File: config.mk
export PLATFORM = sky130hd
export DESIGN_NAME = vernier_avg_accum
export DESIGN_NICKNAME = d
export VERILOG_FILES = /design/src/rtl/vernier_pkg.sv /design/src/rtl/vernier_avg_div.sv /design/src/rtl/vernier_avg_accum.sv
export SDC_FILE = /design/constraint.sdc
export NUM_CORES = 1
export LEC_CHECK = 0
export BUFFER_PORTS_ARGS = -buffer_cell sky130_fd_sc_hd__buf_2
export CAP_MARGIN = 10
export CORE_MARGIN = 8
export CORE_UTILIZATION = 57
export DETAILED_ROUTE_END_ITERATION = 8
export GPL_ROUTABILITY_DRIVEN = 0
export GPL_TIMING_DRIVEN = 0
export PLACE_DENSITY = 0.81
export SLEW_MARGIN = 20
export SYNTH_ARGS = -nofsm -noshare
export SYNTH_HDL_FRONTEND = slang
export SYNTH_SLANG_ARGS = --single-unit
File: constraint.sdc
create_clock -name clk -period 4.09 [get_ports clk]
set_input_delay 1.0225 -clock clk [delete_from_list [all_inputs] [get_ports clk]]
set_output_delay 1.0225 -clock clk [all_outputs]
set_load 0.02 [all_outputs]
File: src/rtl/vernier_pkg.sv
// ============================================================================
// Module      : vernier_pkg
// Description : Shared types and widths for the vernier averaging accumulator.
// Revision    : 1.0 - initial release
// ============================================================================
`default_nettype none

package vernier_pkg;

    localparam int PS_W  = 16;
    localparam int REJ_W = 16;

    typedef enum logic [1:0] {
        ST_IDLE  = 2'd0,
        ST_ACCUM = 2'd1,
        ST_DONE  = 2'd2
    } state_t;

endpackage

`default_nettype wire

File: src/rtl/vernier_avg_div.sv
// ============================================================================
// Module      : vernier_avg_div
// Description : Combinational round-half-up and shift of the sample sum into a
//               PS_W-bit mean. Registered by the parent.
// Revision    : 1.0 - initial release
// ============================================================================
`default_nettype none

module vernier_avg_div
    import vernier_pkg::*;
#(
    parameter int LOG2_N = 8
) (
    input  logic [PS_W+LOG2_N-1:0] i_sum,
    output logic [PS_W-1:0]        o_mean
);

    localparam int SUM_W = PS_W + LOG2_N;
    localparam logic [SUM_W:0] C_HALF = {{SUM_W{1'b0}}, 1'b1} << (LOG2_N - 1);

    // One spare bit so the rounding add cannot wrap before the shift.
    logic [SUM_W:0] w_rounded;

    assign w_rounded = {1'b0, i_sum} + C_HALF;
    assign o_mean    = PS_W'(w_rounded >> LOG2_N);

endmodule

`default_nettype wire

File: src/rtl/vernier_avg_accum.sv
// ============================================================================
// Module      : vernier_avg_accum
// Description : Accumulates 2^LOG2_N accepted vernier samples and publishes a
//               rounded mean; aborts with an error after MAX_REJECT rejects.
//               Optional macro VERNIER_AVG_MINMAX_EN adds min/max tracking.
// Revision    : 1.0 - initial release
// ============================================================================
`default_nettype none

module vernier_avg_accum
    import vernier_pkg::*;
#(
    parameter int LOG2_N     = 8,
    parameter int MAX_REJECT = 1023
) (
    input  logic             clk,
    input  logic             rst_n,
    input  logic             i_start,
    input  logic             i_abort,
    input  logic             i_sample_valid,
    input  logic             i_sample_ok,
    input  logic [PS_W-1:0]  i_sample_ps,
    output logic             o_busy,
    output logic             o_result_valid,
    input  logic             i_result_ready,
    output logic [PS_W-1:0]  o_result_mean,
    output logic             o_result_err,
    output logic [REJ_W-1:0] o_result_rejects,
    output logic [PS_W-1:0]  o_result_min,
    output logic [PS_W-1:0]  o_result_max
);

    localparam int SUM_W = PS_W + LOG2_N;
    localparam int CNT_W = LOG2_N + 1;
    localparam logic [CNT_W-1:0] C_LAST = {CNT_W{1'b1}} >> 1;

    state_t             r_state;
    logic [SUM_W-1:0]   r_sum;
    logic [CNT_W-1:0]   r_acc;
    logic [REJ_W-1:0]   r_rej;

    logic [SUM_W-1:0]   w_sum_next;
    logic [REJ_W-1:0]   w_rej_inc;
    logic [PS_W-1:0]    w_mean;
    logic               w_clear;
    logic               w_accept;
    logic               w_reject;
    logic               w_rej_hit;

    assign w_clear  = i_start && ((r_state == ST_IDLE) ||
                                  (r_state == ST_DONE && i_result_ready));
    // Abort wins over a coincident sample.
    assign w_accept = (r_state == ST_ACCUM) && !i_abort && i_sample_valid && i_sample_ok;
    assign w_reject = (r_state == ST_ACCUM) && !i_abort && i_sample_valid && !i_sample_ok;

    assign w_sum_next = r_sum + SUM_W'(i_sample_ps);
    assign w_rej_inc  = (r_rej == {REJ_W{1'b1}}) ? r_rej : r_rej + 1'b1;
    assign w_rej_hit  = (32'(w_rej_inc) == 32'(MAX_REJECT));

    vernier_avg_div #(
        .LOG2_N (LOG2_N)
    ) u_div (
        .i_sum  (w_sum_next),
        .o_mean (w_mean)
    );

    always_ff @(posedge clk or negedge rst_n) begin
        if (!rst_n) begin
            r_state        <= ST_IDLE;
            r_sum          <= '0;
            r_acc          <= '0;
            r_rej          <= '0;
            o_busy         <= 1'b0;
            o_result_valid <= 1'b0;
            o_result_mean  <= '0;
            o_result_err   <= 1'b0;
        end else if (w_clear) begin
            r_state        <= ST_ACCUM;
            r_sum          <= '0;
            r_acc          <= '0;
            r_rej          <= '0;
            o_busy         <= 1'b1;
            o_result_valid <= 1'b0;
            o_result_mean  <= '0;
            o_result_err   <= 1'b0;
        end else begin
            case (r_state)
                ST_ACCUM: begin
                    if (i_abort) begin
                        r_state <= ST_IDLE;
                        o_busy  <= 1'b0;
                    end else if (w_accept) begin
                        r_sum <= w_sum_next;
                        r_acc <= r_acc + 1'b1;
                        if (r_acc == C_LAST) begin
                            r_state        <= ST_DONE;
                            o_busy         <= 1'b0;
                            o_result_valid <= 1'b1;
                            o_result_mean  <= w_mean;
                            o_result_err   <= 1'b0;
                        end
                    end else if (w_reject) begin
                        r_rej <= w_rej_inc;
                        if (w_rej_hit) begin
                            r_state        <= ST_DONE;
                            o_busy         <= 1'b0;
                            o_result_valid <= 1'b1;
                            o_result_mean  <= '0;
                            o_result_err   <= 1'b1;
                        end
                    end
                end
                ST_DONE: begin
                    if (i_result_ready) begin
                        r_state        <= ST_IDLE;
                        o_result_valid <= 1'b0;
                    end
                end
                default: begin
                    r_state <= ST_IDLE;
                end
            endcase
        end
    end

    assign o_result_rejects = r_rej;

`ifdef VERNIER_AVG_MINMAX_EN
    logic [PS_W-1:0] r_min;
    logic [PS_W-1:0] r_max;

    always_ff @(posedge clk or negedge rst_n) begin
        if (!rst_n) begin
            r_min <= {PS_W{1'b1}};
            r_max <= '0;
        end else if (w_clear) begin
            r_min <= {PS_W{1'b1}};
            r_max <= '0;
        end else if (w_accept) begin
            if (i_sample_ps < r_min) r_min <= i_sample_ps;
            if (i_sample_ps > r_max) r_max <= i_sample_ps;
        end
    end

    assign o_result_min = r_min;
    assign o_result_max = r_max;
`else
    assign o_result_min = {PS_W{1'b1}};
    assign o_result_max = '0;
`endif

endmodule

`default_nettype wire

Word level (Yosys, flattened, before mapping) --
Cells that the tools add are included.
Storage, ports and cells: flip-flop bits (word level) 70, input bits 23, output and inout bits 67, word-level logic and storage cells 101
Operators by class: $add $sub $neg 4, equal/unequal tests 17, muxes and demuxes 48, reduce and logical (&&, ||, !) cells 24
Operator list (number):
- 16-bit 2-to-1 mux | 13
- 24-bit 2-to-1 mux | 4
- 9-bit 2-to-1 mux | 4
- 24-bit by 16-bit adder with 24-bit output | 1
- 24-bit by 8-bit adder with 24-bit output, second input constant | 1
- 1-bit 2-to-1 mux | 18
- 16-bit by 1-bit adder with 16-bit output, second input constant | 1
- 16-bit by 10-bit equality test with 1-bit output, second input constant | 1
- 16-bit equality test, second input constant | 1
- 2-bit 2-to-1 mux | 7
- 4-bit AND reduction | 3
- 5-bit inequality test, second input constant | 2
- 9-bit by 1-bit adder with 9-bit output, second input constant | 1
- 9-bit by 8-bit equality test with 1-bit output, second input constant | 1
- 3-bit nonzero test | 3
- 4-bit by 3-bit inequality test with 1-bit output, second input constant | 2
- 4-bit inequality test, second input constant | 2
- 4-bit nonzero test | 2
- 1-bit logical AND | 6
- 3-bit inequality test, second input constant | 2
- 6-bit AND reduction | 1
- 2-bit nonzero test | 3
- 5-bit by 4-bit inequality test with 1-bit output, second input constant | 1
- 5-bit AND reduction | 1
- 11 further kinds | 12

Depth between registers and ports, before layout --
Gate-level depths: netlist of run 1.
word-level depth 9, mapped depth 13, gate-level depth less buffers 13

By module --
A second synthesis of run 1 with hierarchy kept.
Second synthesis, totals: cell total of the unflattened synthesis 548, area, all modules 4813.4 sq um
By module, submodules not included:
- vernier_avg_accum | times used 1, cells each 505, area an instance 4491.8 sq um, sequential area each 1751.7 sq um
- vernier_avg_div | times used 1, cells each 43, area an instance 321.6 sq um, sequential area each 0.0 sq um

Worst setup path before layout of run 1 --
No wires, ideal clock.
path type input -> register, start in i_sample_ps[0], end reg o_result_mean[12], setup time 0.122 ns, arrival 3.456 ns, required time 3.968 ns, path slack 0.513 ns, stages on the path 12, buffers on the path 0, cells stage by stage ha_1 inv_1 fa_1 and2b_1 o2111ai_2 a211oi_2 nor3_2 or3_1 nand4b_1 nor2_1 a31o_1 a32o_1
On the way: word-level cells in the longest chain between the ends 7
Ends and longest elaborated chain:
- start: declaration | line vernier_avg_accum.sv:22 | input logic [PS_W-1:0] i_sample_ps,
- 24-bit by 16-bit adder with 24-bit output | line vernier_avg_accum.sv:56 | assign w_sum_next = r_sum + SUM_W'(i_sample_ps);
- 24-bit by 8-bit adder with 24-bit output | line vernier_avg_div.sv:24 | assign w_rounded = {1'b0, i_sum} + C_HALF;
- 16-bit 2-to-1 mux | line vernier_avg_accum.sv:95 | if (r_acc == C_LAST) begin
- 16-bit 2-to-1 mux | line vernier_avg_accum.sv:92 | end else if (w_accept) begin
- 16-bit 2-to-1 mux | line vernier_avg_accum.sv:89 | if (i_abort) begin
- 16-bit 2-to-1 mux | line vernier_avg_accum.sv:87 | case (r_state)
- 16-bit 2-to-1 mux | line vernier_avg_accum.sv:77 | end else if (w_clear) begin
- end signal: assignment | line vernier_avg_accum.sv:99 | o_result_mean <= w_mean;
- end: declaration | line vernier_avg_accum.sv:26 | output logic [PS_W-1:0] o_result_mean,
No other way between the ends. The select of a mux whose other input is x is not followed. A chain may end at the register's enable or synchronous reset.

Final worst setup path of run 1 --
Same ends and word-level chain as after synthesis.

==> flow_summary_export.csv, run 1 <==
group,metric,value,unit
placement,io_buffer_count,56,
clock_tree,clk_pin_slew,0.08,ns
floorplanning,placeableCoreArea,0.008721,mm^2
sta,relSlewSlack,54.85,%
drt,wire_per_inst,16.04,um
clock_tree,deepest_clock_path_buffer_count,2,
sta,setup_violations,0,
clock_tree,cts.root.buffer_cell,"sky130_fd_sc_hd__clkbuf_8",
clock_tree,total_clock_buffers_created_by_cts,9,
pwr,total_leakage_power,2.712,nW
floorplanning,die_area,0.01228,mm^2
critical_path,critical_path.cell_chain,"buf_2 > ha_1 > inv_1 > fa_1 > and2b_1 > o2111ai_2 > a32oi_1 > xnor2_1 > a311o_1 > nand4b_4 > nor2_1 > nand4_1 > a32o_1",
floorplanning,initial_core_util,58.74,%
drt,drcViolationCount,0,
sta,final.min_clock_period,3.806,ns
sta,clock-skew-final,0.01211,ns
critical_path,worstPathArrival,4.04,ns
synthesis,netlist-cell-type-count,80,
critical_path,critical_path.n_buffers_inverters,2,
critical_path,worst_path_largest_cell_delay,0.40,ns
clock_tree,ctsHtreeMaxLevel,3,
finish,synthToLayoutAreaGrowth,15.49,%
synthesis,number_of_enable_type_register_cells_in_the_synthesized_netlist,0,
synthesis,synth-simple-area-share,26.16,%
grt,grt_pass1_wl,21760,um
critical_path,worstSetupStartpointType,"primary input",
status,status,"completed",
drt,iter_0_drt_violations,279,
grt,global_route_usage_over_all_layers,20.64,%
pwr,seq_power_share,38.6,%
job,timing.max_cap.violations,0,
pwr,power_switching_share,32.04,%
drt,post_detailed_route_via_to_cell_ratio,5.791,
synthesis,synth.ff_latch_count,70,
drt,postRouteAntennaNets,0,
sta,report.final.hold_viol_count,0,
sta,grt_setup_unrepaired,"no",
sta,final.setup.worst_slack,0.2843,ns
synthesis,yosysWarningCount,0,
pwr,internal-power,1.300,mW
grt,largest_net_degree_at_the_start_of_global_routing,59,
synthesis,post_synth_instance_area,0.005122,mm^2
floorplanning,die_width,110.8,um
floorplanning,design.portCount,90,
finish,antenna-diode-count,0,
clock_tree,cts_tree,"built",
critical_path,timing.rr.start,"r_sum[0]$_DFFE_PN0P_",
drt,dr_vias,4610,
synthesis,post_synth_xor_area_fraction,5.960,%
critical_path,reg2regPathDepth,12,
critical_path,worstSetupPathType,"primary input to flip-flop",
hold_path,hold_path_stages,2,
clock_tree,clkLatencyLatePin,0.35,ns
finish,layout.nets,728,
drt,route.final.wire_length,12760,um
clock_tree,holdBufCountCts,0,
floorplanning,floorplan.die.height,110.8,um
hold_path,hold_path_class,"flip-flop to flip-flop",
sta,fin_crit_sh,93.05,%
finish,final_design_area_excluding_fillers,0.005916,mm^2
critical_path,worst_r2r_endpoint,"o_result_mean[12]$_DFFE_PN0P_",
placement,place_worst_setup_slack,0.03917,ns
synthesis,synth.mux.area_fraction,0.8305,%
synthesis,yosys_most_used_dff,"sky130_fd_sc_hd__dfrtp_1",
sta,totalNegativeSetupSlack,0,ns
synthesis,yosysTopAreaCell,"sky130_fd_sc_hd__dfrtp_1",
critical_path,worst_setup_path_end_kind,"flip-flop",
hold_path,hold-path-endpoint,"o_result_mean[8]$_DFFE_PN0P_",
synthesis,async_set_or_reset_flop_fraction_in_the_synthesized_netlist,100.0,%
pwr,fin_total_pwr,1.913,mW
critical_path,critical_path.slowest_cell,"sky130_fd_sc_hd__fa_1",
grt,first_global_vias,4671,
sta,timing_max_transition_violations_final,0,
pwr,p_sw,0.6130,mW
pwr,powerDensity,323.4,mW/mm^2
sta,hold_slack,0.4762,ns
synthesis,synth_top_cells_by_area,"sky130_fd_sc_hd__dfrtp_1 (34%), sky130_fd_sc_hd__nand2_1 (5.7%), sky130_fd_sc_hd__ha_1 (4.9%)",
synthesis,synth-seq-area-share,34.20,%
pwr,worst_ir_drop_vdd,184.1,uV
synthesis,yosys.area_share.adder,5.276,%
pwr,comb_power_share,26.0,%
clock_tree,cts-resized-gates,0,
pwr,clock_network_power_share,35.4,%
floorplanning,rows,34,
synthesis,syn_area_per_cell,8.741,um^2
synthesis,dominant_combinational_cell_family_by_area_after_synthesis,"simple AND/OR/NAND/NOR gates",
critical_path,crit_family,"compound AO/OA/AOI/OAI gates",
hold_path,hold_path.startpoint,"o_result_mean[8]$_DFFE_PN0P_",
finish,layout-drive-gt1-share,21.37,%
clock_tree,cts_setup_buffers,0,
finish,num-fill-cells,712,
drt,pre_repair_dr_iteration_count,4,
synthesis,synth_largest_type_area_fraction,34.20,%
placement,dp_hpwl,9750,um
sta,timing_worst_slew_pin_value,0.6742,ns
synthesis,syn-instance-count,586,
placement,placement_cell_area,0.005680,mm^2
grt,grt-ovfl-total,0,
sta,max_freq,0.2628,GHz
clock_tree,cts.sink_count,70,
critical_path,critPathMaxFanout,4,
critical_path,r2r_setup_slack,0.68,ns
critical_path,critPathRequiredTime,4.32,ns
synthesis,compound_cell_area_share_of_the_yosys_netlist,19.15,%
grt,antenna_violations_before_repair,0,
==> cell usage after synthesis (5+ instances only) <==
| cell | n |
|---|---|
| sky130_fd_sc_hd__o31ai_1 | 7 |
| sky130_fd_sc_hd__nand3_1 | 32 |
| sky130_fd_sc_hd__nand2b_1 | 8 |
| sky130_fd_sc_hd__ha_1 | 20 |
| sky130_fd_sc_hd__clkbuf_1 | 15 |
| sky130_fd_sc_hd__o21ai_1 | 8 |
| sky130_fd_sc_hd__inv_1 | 18 |
| sky130_fd_sc_hd__o21ai_0 | 44 |
| sky130_fd_sc_hd__dfrtp_1 | 70 |
| sky130_fd_sc_hd__a21oi_1 | 25 |
| sky130_fd_sc_hd__o21a_1 | 5 |
| sky130_fd_sc_hd__nor3_2 | 5 |
| sky130_fd_sc_hd__xor2_1 | 16 |
| sky130_fd_sc_hd__a31oi_1 | 6 |
| sky130_fd_sc_hd__buf_4 | 32 |
| sky130_fd_sc_hd__xnor2_1 | 17 |
| sky130_fd_sc_hd__nor2_1 | 43 |
| sky130_fd_sc_hd__nand2_1 | 78 |
| sky130_fd_sc_hd__and2_1 | 5 |
| sky130_fd_sc_hd__and3_1 | 7 |
| sky130_fd_sc_hd__a21o_1 | 5 |
| sky130_fd_sc_hd__nand4_1 | 12 |
| sky130_fd_sc_hd__nor3_1 | 10 |
==> sequential cells by signal, summed over array words and instances, names as in the netlist <==
name              flops
r_acc                 9
o_result_mean        16
o_result_err          1
r_sum                24
r_state               2
o_busy                1
o_result_valid        1
o_result_rejects     16
==> through the flow <==
stage                     util [%]  instances
after floorplan                  -        616
after global placement       64.79        780
after detailed placement     65.14        781
after CTS                    67.83        796
after global routing         67.83        796
final                        67.83        796
==> power groups by stage <==
stage          registers (mW)  logic [mW]  clock network (mW)
2_1_floorplan           0.755       0.360                   0
4_1_cts                 0.738       0.490               0.686
6_report                0.739       0.497               0.678
3_5_place_dp            0.752       0.486                   0
5_1_grt                 0.741       0.548               0.714
3_3_place_gp            0.750       0.468                   0
==> worst min-delay path, delay by kind of cell, from the launching register on <==
kind,cells,cell delay [ns]
AOI/OAI and AO/OA,1,0.05
DFF,1,0.34
and+or+nand+nor,1,0.05
==> area by class of cell <==
type	count	area [um^2]	share of cell area, %
Sequential cell	70	1752	29.61
Clock inverter	6	111.4	1.882
Buffer	56	356.6	6.028
Timing Repair Buffer	57	310.3	5.245
Tap cell	108	135.1	2.284
Multi-Input combinational cell	472	3059	51.71
Inverter	18	67.56	1.142
Clock buffer	9	123.9	2.094
==> routing by layer <==
layer	vias up	part of all wire (%)	global-route usage, %
li1	2238	-	-
met1	2154	43	25.22
met2	198	49	35.06
met3	20	7.3	4.978
met4	0	1.5	6.036
met5	-	0	0
==> how the worst max path moves through the flow <==
stage                        start                       endpoint  slack [ns]  depth (start not counted)
floorplan           i_sample_ps[0]  o_result_mean[12]$_DFFE_PN0P_        0.51                         12
global placement    i_sample_ps[0]  o_result_mean[12]$_DFFE_PN0P_        0.11                         13
detailed placement  i_sample_ps[0]  o_result_mean[12]$_DFFE_PN0P_        0.04                         13
CTS                 i_sample_ps[0]  o_result_mean[12]$_DFFE_PN0P_        0.38                         13
global route        i_sample_ps[0]  o_result_mean[15]$_DFFE_PN0P_        0.15                         13
finish              i_sample_ps[0]  o_result_mean[12]$_DFFE_PN0P_        0.28                         13
==> placed cells by master, fill, tap and decap left out, types with 3 or more instances in the layout <==
cell                        count
sky130_fd_sc_hd__nand2_1       78
sky130_fd_sc_hd__dfrtp_1       70
sky130_fd_sc_hd__buf_2         57
sky130_fd_sc_hd__o21ai_0       44
sky130_fd_sc_hd__nor2_1        43
sky130_fd_sc_hd__buf_4         33
sky130_fd_sc_hd__nand3_1       32
sky130_fd_sc_hd__conb_1        32
sky130_fd_sc_hd__a21oi_1       25
sky130_fd_sc_hd__ha_1          20
sky130_fd_sc_hd__inv_1         18
sky130_fd_sc_hd__xnor2_1       17
sky130_fd_sc_hd__xor2_1        16
sky130_fd_sc_hd__clkbuf_1      15
sky130_fd_sc_hd__nand4_1       12
sky130_fd_sc_hd__nor3_1        10
sky130_fd_sc_hd__clkbuf_8       9
sky130_fd_sc_hd__o21ai_1        8
sky130_fd_sc_hd__nand2b_1       8
sky130_fd_sc_hd__o31ai_1        7
sky130_fd_sc_hd__and3_1         7
sky130_fd_sc_hd__a31oi_1        6
sky130_fd_sc_hd__nor3_2         5
sky130_fd_sc_hd__a21o_1         5
sky130_fd_sc_hd__o21a_1         5
sky130_fd_sc_hd__and2_1         5
sky130_fd_sc_hd__a22o_1         4
sky130_fd_sc_hd__or3_1          4
sky130_fd_sc_hd__o41ai_1        4
sky130_fd_sc_hd__nor4_4         3
sky130_fd_sc_hd__and4_1         3
sky130_fd_sc_hd__buf_6          3
sky130_fd_sc_hd__nand3b_1       3
sky130_fd_sc_hd__o211ai_1       3
sky130_fd_sc_hd__buf_1          3
sky130_fd_sc_hd__nor2b_1        3
sky130_fd_sc_hd__bufinv_16      3
==> logic make-up after synthesis <==
| family | count (synthesis) |
|---|---|
| buffers and inverters | 74 |
| XOR/XNOR | 34 |
| adder cells (fa/ha/maj) | 21 |
| flip-flops | 70 |
| AO/OA/AOI/OAI | 140 |
| multiplexers | 4 |
| AND/OR/NAND/NOR | 241 |
| other | 2 |
Power figures use the tool's default switching activity.
==> inputs of run 2 (changes only) <==
ABC_AREA = 1   (was default)
CORE_UTILIZATION = 58   (was 57)
==> flow_summary_export.csv, run 2 <==
group,metric,value,unit
sta,final.setup.worst_slack,0.6658,ns
synthesis,synth_commonest_cells,"sky130_fd_sc_hd__nand2_1 (304), sky130_fd_sc_hd__inv_1 (118), sky130_fd_sc_hd__nand3_1 (93), sky130_fd_sc_hd__nor2_1 (79), sky130_fd_sc_hd__dfrtp_1 (70)",
sta,final.min_clock_period,3.424,ns
sta,timing_worst_slew_pin_value,0.6472,ns
sta,report.final.hold_viol_count,0,
hold_path,hold_path.startpoint,"o_result_valid$_DFFE_PN0P_",
clock_tree,total_clock_buffers_created_by_cts,9,
drt,route.final.wire_length,15000,um
synthesis,netlist-cell-type-count,42,
pwr,internal-power,1.319,mW
drt,drcViolationCount,0,
hold_path,hold_path_class,"flip-flop to flip-flop",
grt,first_global_vias,5443,
finish,final_design_area_excluding_fillers,0.006457,mm^2
critical_path,critPathCapture,"o_result_mean[15]$_DFFE_PN0P_",
floorplanning,design.portCount,90,
sta,timing_max_transition_violations_final,0,
floorplanning,die_width,115.1,um
placement,dp_hpwl,11920,um
finish,layout.cells.most_common,"sky130_fd_sc_hd__nand2_1",
critical_path,reg2regPathDepth,18,
drt,iter_0_drt_violations,515,
floorplanning,rows,36,
pwr,p_sw,1.075,mW
floorplanning,placeableCoreArea,0.009639,mm^2
clock_tree,cts.root.buffer_cell,"sky130_fd_sc_hd__clkbuf_8",
clock_tree,cts.sink_count,70,
grt,grt-ovfl-total,0,
grt,global_route_usage_over_all_layers,23.40,%
grt,grt_pass1_wl,24850,um
pwr,comb_power_share,43.6,%
pwr,total_leakage_power,3.558,nW
clock_tree,cts_setup_buffers,0,
placement,placement_cell_area,0.006285,mm^2
synthesis,synthMostInstantiatedCell,"sky130_fd_sc_hd__nand2_1",
finish,mostFrequentLayoutCells,"sky130_fd_sc_hd__nand2_1 (304), sky130_fd_sc_hd__inv_1 (118), sky130_fd_sc_hd__nand3_1 (93), sky130_fd_sc_hd__nor2_1 (79), sky130_fd_sc_hd__dfrtp_1 (70)",
sta,clock-skew-final,0.01311,ns
synthesis,yosysTopAreaCell,"sky130_fd_sc_hd__dfrtp_1",
synthesis,synth.ff_latch_count,70,
sta,grt_setup_unrepaired,"no",
floorplanning,initial_core_util,59.03,%
floorplanning,floorplan.die.height,115.1,um
critical_path,worst_setup_path_startpoint,"i_sample_ps[0]",
job,timing.max_cap.violations,0,
synthesis,yosysWarningCount,0,
finish,registers.top_by_ff_count,"r_sum",
grt,antenna_violations_before_repair,0,
clock_tree,cts_tree,"built",
drt,dr_vias,5793,
clock_tree,clk_pin_slew,0.08,ns
sta,setup_violations,0,
synthesis,synth-seq-area-share,30.78,%
drt,pre_repair_dr_iteration_count,5,
critical_path,timing.rr.start,"r_sum[0]$_DFFE_PN0P_",
synthesis,yosys_most_used_dff,"sky130_fd_sc_hd__dfrtp_1",
clock_tree,holdBufCountCts,0,
synthesis,syn_area_per_cell,6.401,um^2
sta,max_freq,0.2920,GHz
pwr,seq_power_share,34.9,%
synthesis,syn-instance-count,889,
critical_path,critPathRequiredTime,4.34,ns
finish,antenna-diode-count,0,
status,status,"completed",
critical_path,worst_setup_path_end_kind,"flip-flop",
placement,place_worst_setup_slack,0.3408,ns
drt,postRouteAntennaNets,0,
critical_path,worstSetupStartpointType,"primary input",
critical_path,r2r_setup_slack,1.06,ns
synthesis,number_of_enable_type_register_cells_in_the_synthesized_netlist,0,
pwr,power_switching_share,44.89,%
placement,io_buffer_count,57,
clock_tree,ctsHtreeMaxLevel,3,
floorplanning,die_area,0.01324,mm^2
drt,post_detailed_route_via_to_cell_ratio,5.145,
pwr,worst_ir_drop_vdd,180.8,uV
pwr,powerDensity,370.8,mW/mm^2
critical_path,worst_r2r_endpoint,"o_result_mean[15]$_DFFE_PN0P_",
sta,fin_crit_sh,83.72,%
synthesis,post_synth_instance_area,0.005690,mm^2
synthesis,synth_top_cells_by_area,"sky130_fd_sc_hd__dfrtp_1 (31%), sky130_fd_sc_hd__nand2_1 (20%), sky130_fd_sc_hd__nand3_1 (8.2%)",
clock_tree,deepest_clock_path_buffer_count,2,
critical_path,worstPathArrival,3.68,ns
clock_tree,clkLatencyLatePin,0.36,ns
critical_path,worstSetupPathType,"primary input to flip-flop",
hold_path,hold_path_stages,2,
synthesis,synth_largest_type_area_fraction,30.78,%
finish,layout.nets,1032,
finish,layout-drive-gt1-share,14.30,%
clock_tree,cts-resized-gates,0,
grt,largest_net_degree_at_the_start_of_global_routing,52,
sta,totalNegativeSetupSlack,0,ns
drt,wire_per_inst,13.32,um
sta,relSlewSlack,56.85,%
finish,largest_register_ffs,24,
synthesis,async_set_or_reset_flop_fraction_in_the_synthesized_netlist,100.0,%
pwr,clock_network_power_share,21.5,%
critical_path,critPathMaxFanout,4,
finish,synthToLayoutAreaGrowth,13.48,%
run 2: cell count changes after synthesis, moves of 7 or more:
cell	delta
sky130_fd_sc_hd__nand2b_1	-8
sky130_fd_sc_hd__xor2_1	-9
sky130_fd_sc_hd__o21ai_1	-7
sky130_fd_sc_hd__clkbuf_1	-8
sky130_fd_sc_hd__xnor2_1	-16
sky130_fd_sc_hd__inv_1	+100
sky130_fd_sc_hd__o21ai_0	-7
sky130_fd_sc_hd__o31ai_1	-7
sky130_fd_sc_hd__nand4_1	+7
sky130_fd_sc_hd__o22ai_1	+11
sky130_fd_sc_hd__nand2_1	+226
sky130_fd_sc_hd__nor2_1	+36
sky130_fd_sc_hd__nand3_1	+61
run 2: how the worst min path moves through the flow:
stage / slack, ns / to
finish: 0.47 / o_result_valid$_DFFE_PN0P_
global route: 0.50 / o_result_mean[10]$_DFFE_PN0P_
CTS: 0.47 / o_result_valid$_DFFE_PN0P_
detailed placement: 0.45 / o_result_valid$_DFFE_PN0P_
global placement: 0.45 / o_result_mean[0]$_DFFE_PN0P_
floorplan: 0.45 / r_sum[5]$_DFFE_PN0P_
run 2: logic make-up (layout without fill, tap and decap cells):
family          Yosys count  after routing  synth area share (%)
other cells               2             32                0.1320
compound gates           92             92                 9.191
buf+inv                 167            241                 13.61
simple gates            529            529                 40.30
xor+xnor                  8              8                 1.231
fa+ha+maj                21             21                 4.749
flops                    70             70                 30.78
run 2: stage by stage:
step | hold slack [ns] | power, mW | std cells | util [%]
after global routing | 0.4987 | 2.572 | 1126 | 66.99
after detailed placement | 0.4539 | 1.880 | 1110 | 65.20
final | 0.4682 | 2.394 | 1126 | 66.99
after floorplan | 0.4530 | 1.591 | 919 | -
after CTS | 0.4726 | 2.397 | 1126 | 66.99
after global placement | 0.4525 | 1.862 | 1109 | 64.89
run 2: area by class of cell:
class | count | area (um^2)
clock inverters | 7 | 48.80
repair buffers | 58 | 315.3
fillers | 925 | 3182
inverters | 123 | 466.7
clock buffers | 9 | 123.9
multi-input cells | 682 | 3277
well taps | 133 | 166.4
flip-flops and latches | 70 | 1752
plain buffers | 44 | 307.8
run 2: critical path: stages:
cell                      delay [ns]
sky130_fd_sc_hd__buf_2          0.09
sky130_fd_sc_hd__ha_1           0.23
sky130_fd_sc_hd__inv_1          0.08
sky130_fd_sc_hd__fa_1           0.40
sky130_fd_sc_hd__inv_1          0.11
sky130_fd_sc_hd__nand2_1        0.07
sky130_fd_sc_hd__nand2_1        0.11
sky130_fd_sc_hd__nand3_1        0.14
sky130_fd_sc_hd__nand2_2        0.13
sky130_fd_sc_hd__nand2_1        0.06
sky130_fd_sc_hd__nand2_1        0.12
sky130_fd_sc_hd__ha_1           0.18
sky130_fd_sc_hd__nand3_1        0.15
sky130_fd_sc_hd__nor2_1         0.21
sky130_fd_sc_hd__nand3_1        0.16
sky130_fd_sc_hd__nor2_1         0.17
sky130_fd_sc_hd__nand3_1        0.09
sky130_fd_sc_hd__nand3_1        0.10
sky130_fd_sc_hd__nand2_1        0.05
run 2: metal layers:
metal  up-vias  part of all wire (%)  track usage (%)
met5         -                     0                0
met4         0                   2.8            9.545
met3        31                   7.0            4.464
met2       189                    46            39.09
met1      2599                    44            29.04
li1       2974                     -                -
run 2: power by group through the flow:
stage | clock [mW] | combinational [mW] | sequential, mW
2_1_floorplan | 0 | 0.703 | 0.888
3_3_place_gp | 0 | 1.02 | 0.847
3_5_place_dp | 0 | 1.03 | 0.847
4_1_cts | 0.525 | 1.04 | 0.836
5_1_grt | 0.555 | 1.17 | 0.848
6_report | 0.515 | 1.04 | 0.836
==> inputs of run 3 (changes only) <==
CORE_UTILIZATION = 53   (was 58)
PLACE_DENSITY = 0.78   (was 0.81)
clock period = 2.85 ns   (was 4.09 ns; I/O delays follow)
==> flow_summary_export.csv, run 3 (synthesis results as in run 2) <==
group,metric,value,unit
critical_path,worst_setup_path_end_kind,"flip-flop",
floorplanning,rows,38,
finish,layout.cells.most_common,"sky130_fd_sc_hd__nand2_1",
drt,route.final.wire_length,15550,um
floorplanning,floorplan.die.height,119.6,um
critical_path,worstSetupPathType,"primary input to flip-flop",
critical_path,worstPathArrival,2.97,ns
drt,post_detailed_route_via_to_cell_ratio,5.131,
sta,report.final.hold_viol_count,0,
sta,setup_violations,0,
job,timing.max_cap.violations,0,
sta,timing_worst_slew_pin_value,0.6816,ns
sta,final.min_clock_period,2.709,ns
floorplanning,die_area,0.01431,mm^2
grt,gr-usage-met1,26.57,%
grt,grt_util_met2,35.94,%
drt,drcViolationCount,0,
grt,antenna_violations_before_repair,0,
status,status,"completed",
drt,dr_vias,5813,
sta,clock-skew-final,0.01053,ns
clock_tree,ctsHtreeMaxLevel,3,
clock_tree,clkLatencyLatePin,0.37,ns
critical_path,critPathMaxFanout,6,
sta,relSlewSlack,54.56,%
placement,placement_cell_area,0.006289,mm^2
grt,global_route_usage_over_all_layers,21.84,%
pwr,powerDensity,548.2,mW/mm^2
sta,fin_crit_sh,95.05,%
finish,final_util,62.01,%
finish,layout.nets,1032,
sta,grt_setup_unrepaired,"no",
sta,max_freq,0.3691,GHz
grt,first_global_vias,5414,
drt,postRouteAntennaNets,0,
clock_tree,cts_tree,"built",
finish,num-fill-cells,1040,
pwr,worst_ir_drop_vdd,380.7,uV
finish,mostFrequentLayoutCells,"sky130_fd_sc_hd__nand2_1 (301), sky130_fd_sc_hd__inv_1 (117), sky130_fd_sc_hd__nand3_1 (89), sky130_fd_sc_hd__nor2_1 (71), sky130_fd_sc_hd__dfrtp_1 (70)",
clock_tree,total_clock_buffers_created_by_cts,9,
finish,synthToLayoutAreaGrowth,16.05,%
hold_path,hold_path_class,"primary input to async pin",
pwr,total_leakage_power,3.575,nW
finish,layout-drive-gt1-share,16.11,%
floorplanning,initial_core_util,53.43,%
drt,iter_0_drt_violations,417,
drt,wire_per_inst,13.72,um
clock_tree,holdBufCountCts,0,
drt,pre_repair_dr_iteration_count,7,
critical_path,worstSetupStartpointType,"primary input",
clock_tree,deepest_clock_path_buffer_count,2,
sta,timing_max_transition_violations_final,0,
placement,io_buffer_count,57,
grt,grt-ovfl-total,0,
grt,grt.met3_usage,6.858,%
grt,grt_pass1_wl,25520,um
finish,largest_register_ffs,24,
placement,dp_hpwl,12230,um
finish,registers.top_by_ff_count,"r_sum",
clock_tree,cts.root.buffer_cell,"sky130_fd_sc_hd__clkbuf_8",
grt,grt_most_used_layer,"met2",
finish,antenna-diode-count,0,
clock_tree,cts.sink_count,70,
clock_tree,clk_pin_slew,0.07,ns
grt,largest_net_degree_at_the_start_of_global_routing,37,
floorplanning,design.portCount,90,
floorplanning,die_width,119.6,um
floorplanning,placeableCoreArea,0.01065,mm^2
critical_path,critPathRequiredTime,3.11,ns
finish,final_design_area_excluding_fillers,0.006604,mm^2
-- run 3: changes by cell type in the layout (fill, tap and decap cells not counted), moves of 3 or more --
| cell | before | now |
|---|---|---|
| sky130_fd_sc_hd__nand2_1 | 304 | 301 |
| sky130_fd_sc_hd__nand3_1 | 93 | 89 |
| sky130_fd_sc_hd__nand3_4 | 1 | 4 |
| sky130_fd_sc_hd__nor2_1 | 79 | 71 |
| sky130_fd_sc_hd__nor2_2 | 4 | 10 |
-- run 3: path summary, 6_finish.rpt --
kind,from,endpoint,slack (ns),cells after the start
worst min register to register,o_result_mean[0]$_DFFE_PN0P_,o_result_mean[0]$_DFFE_PN0P_,0.47,2
min in group clk,o_result_mean[0]$_DFFE_PN0P_,o_result_mean[0]$_DFFE_PN0P_,0.47,2
max in group asynchronous,rst_n,r_sum[5]$_DFFE_PN0P_,2.01,2
worst min-delay path,rst_n,o_result_rejects[8]$_DFFE_PN0P_,0.29,1
worst max register to register,r_sum[0]$_DFFE_PN0P_,o_result_mean[15]$_DFFE_PN0P_,0.22,18
worst max-delay path,i_sample_ps[9],o_result_mean[14]$_DFFE_PN0P_,0.14,16
-- run 3: layout make-up --
type	count	area (um^2)	area share [%]
buffer	44	307.8	4.661
clock buffer	13	158.9	2.406
clock inverter	3	42.54	0.6442
inverter	123	466.7	7.067
multi-input combinational	682	3393	51.38
sequential	70	1752	26.53
tap	140	175.2	2.653
timing repair buffer	58	307.8	4.661
-- run 3: critical path: stages --
cell and delay (ns):
sky130_fd_sc_hd__buf_2 0.12, sky130_fd_sc_hd__ha_1 0.38, sky130_fd_sc_hd__nand2_1 0.20, sky130_fd_sc_hd__inv_1 0.06, sky130_fd_sc_hd__nand2_1 0.07, sky130_fd_sc_hd__nand2_1 0.09, sky130_fd_sc_hd__inv_1 0.10, sky130_fd_sc_hd__nand3_1 0.16
sky130_fd_sc_hd__nand2_1 0.09, sky130_fd_sc_hd__nand2_1 0.20, sky130_fd_sc_hd__nor2_1 0.19, sky130_fd_sc_hd__nand2_1 0.11, sky130_fd_sc_hd__nor2_1 0.20, sky130_fd_sc_hd__nand4_1 0.12, sky130_fd_sc_hd__nand3_1 0.11, sky130_fd_sc_hd__nand2_1 0.05
-- run 3: routing by layer --
metal | share of wire (%) | up-vias
met2 | 47 | 218
met1 | 43 | 2592
li1 | - | 2972
met5 | 0 | -
met4 | 2.5 | 0
met3 | 7.5 | 31
-- run 3: power breakdown --
group | total, mW | switching, mW | internal [mW]
Clock | 0.836 | 0.385 | 0.451
Sequential | 1.20 | 0.0840 | 1.12
Combinational | 1.58 | 1.10 | 0.486
Total | 3.62 | 1.57 | 2.05
-- run 3: metrics by stage --
step	power, mW	hold slack [ns]	setup slack [ns]	TNS (ns)	instances
6_report	3.620	0.2865	0.1410	0	1133
3_3_place_gp	2.668	0.4519	-0.5087	-4.481	1116
2_1_floorplan	2.285	0.4169	0.004901	0	919
5_1_grt	3.866	0.3191	0.0006541	0	1133
3_5_place_dp	2.695	0.4541	-0.5755	-4.876	1117
4_1_cts	3.554	0.3021	0.007090	0	1133
-- run 3: what timing repair did --
action | in CTS | in global routing
setup endpoints to repair | 5 | 11
buffers inserted | 0 | 0
gates resized for setup | 10 | 18
pin swaps | 2 | 3
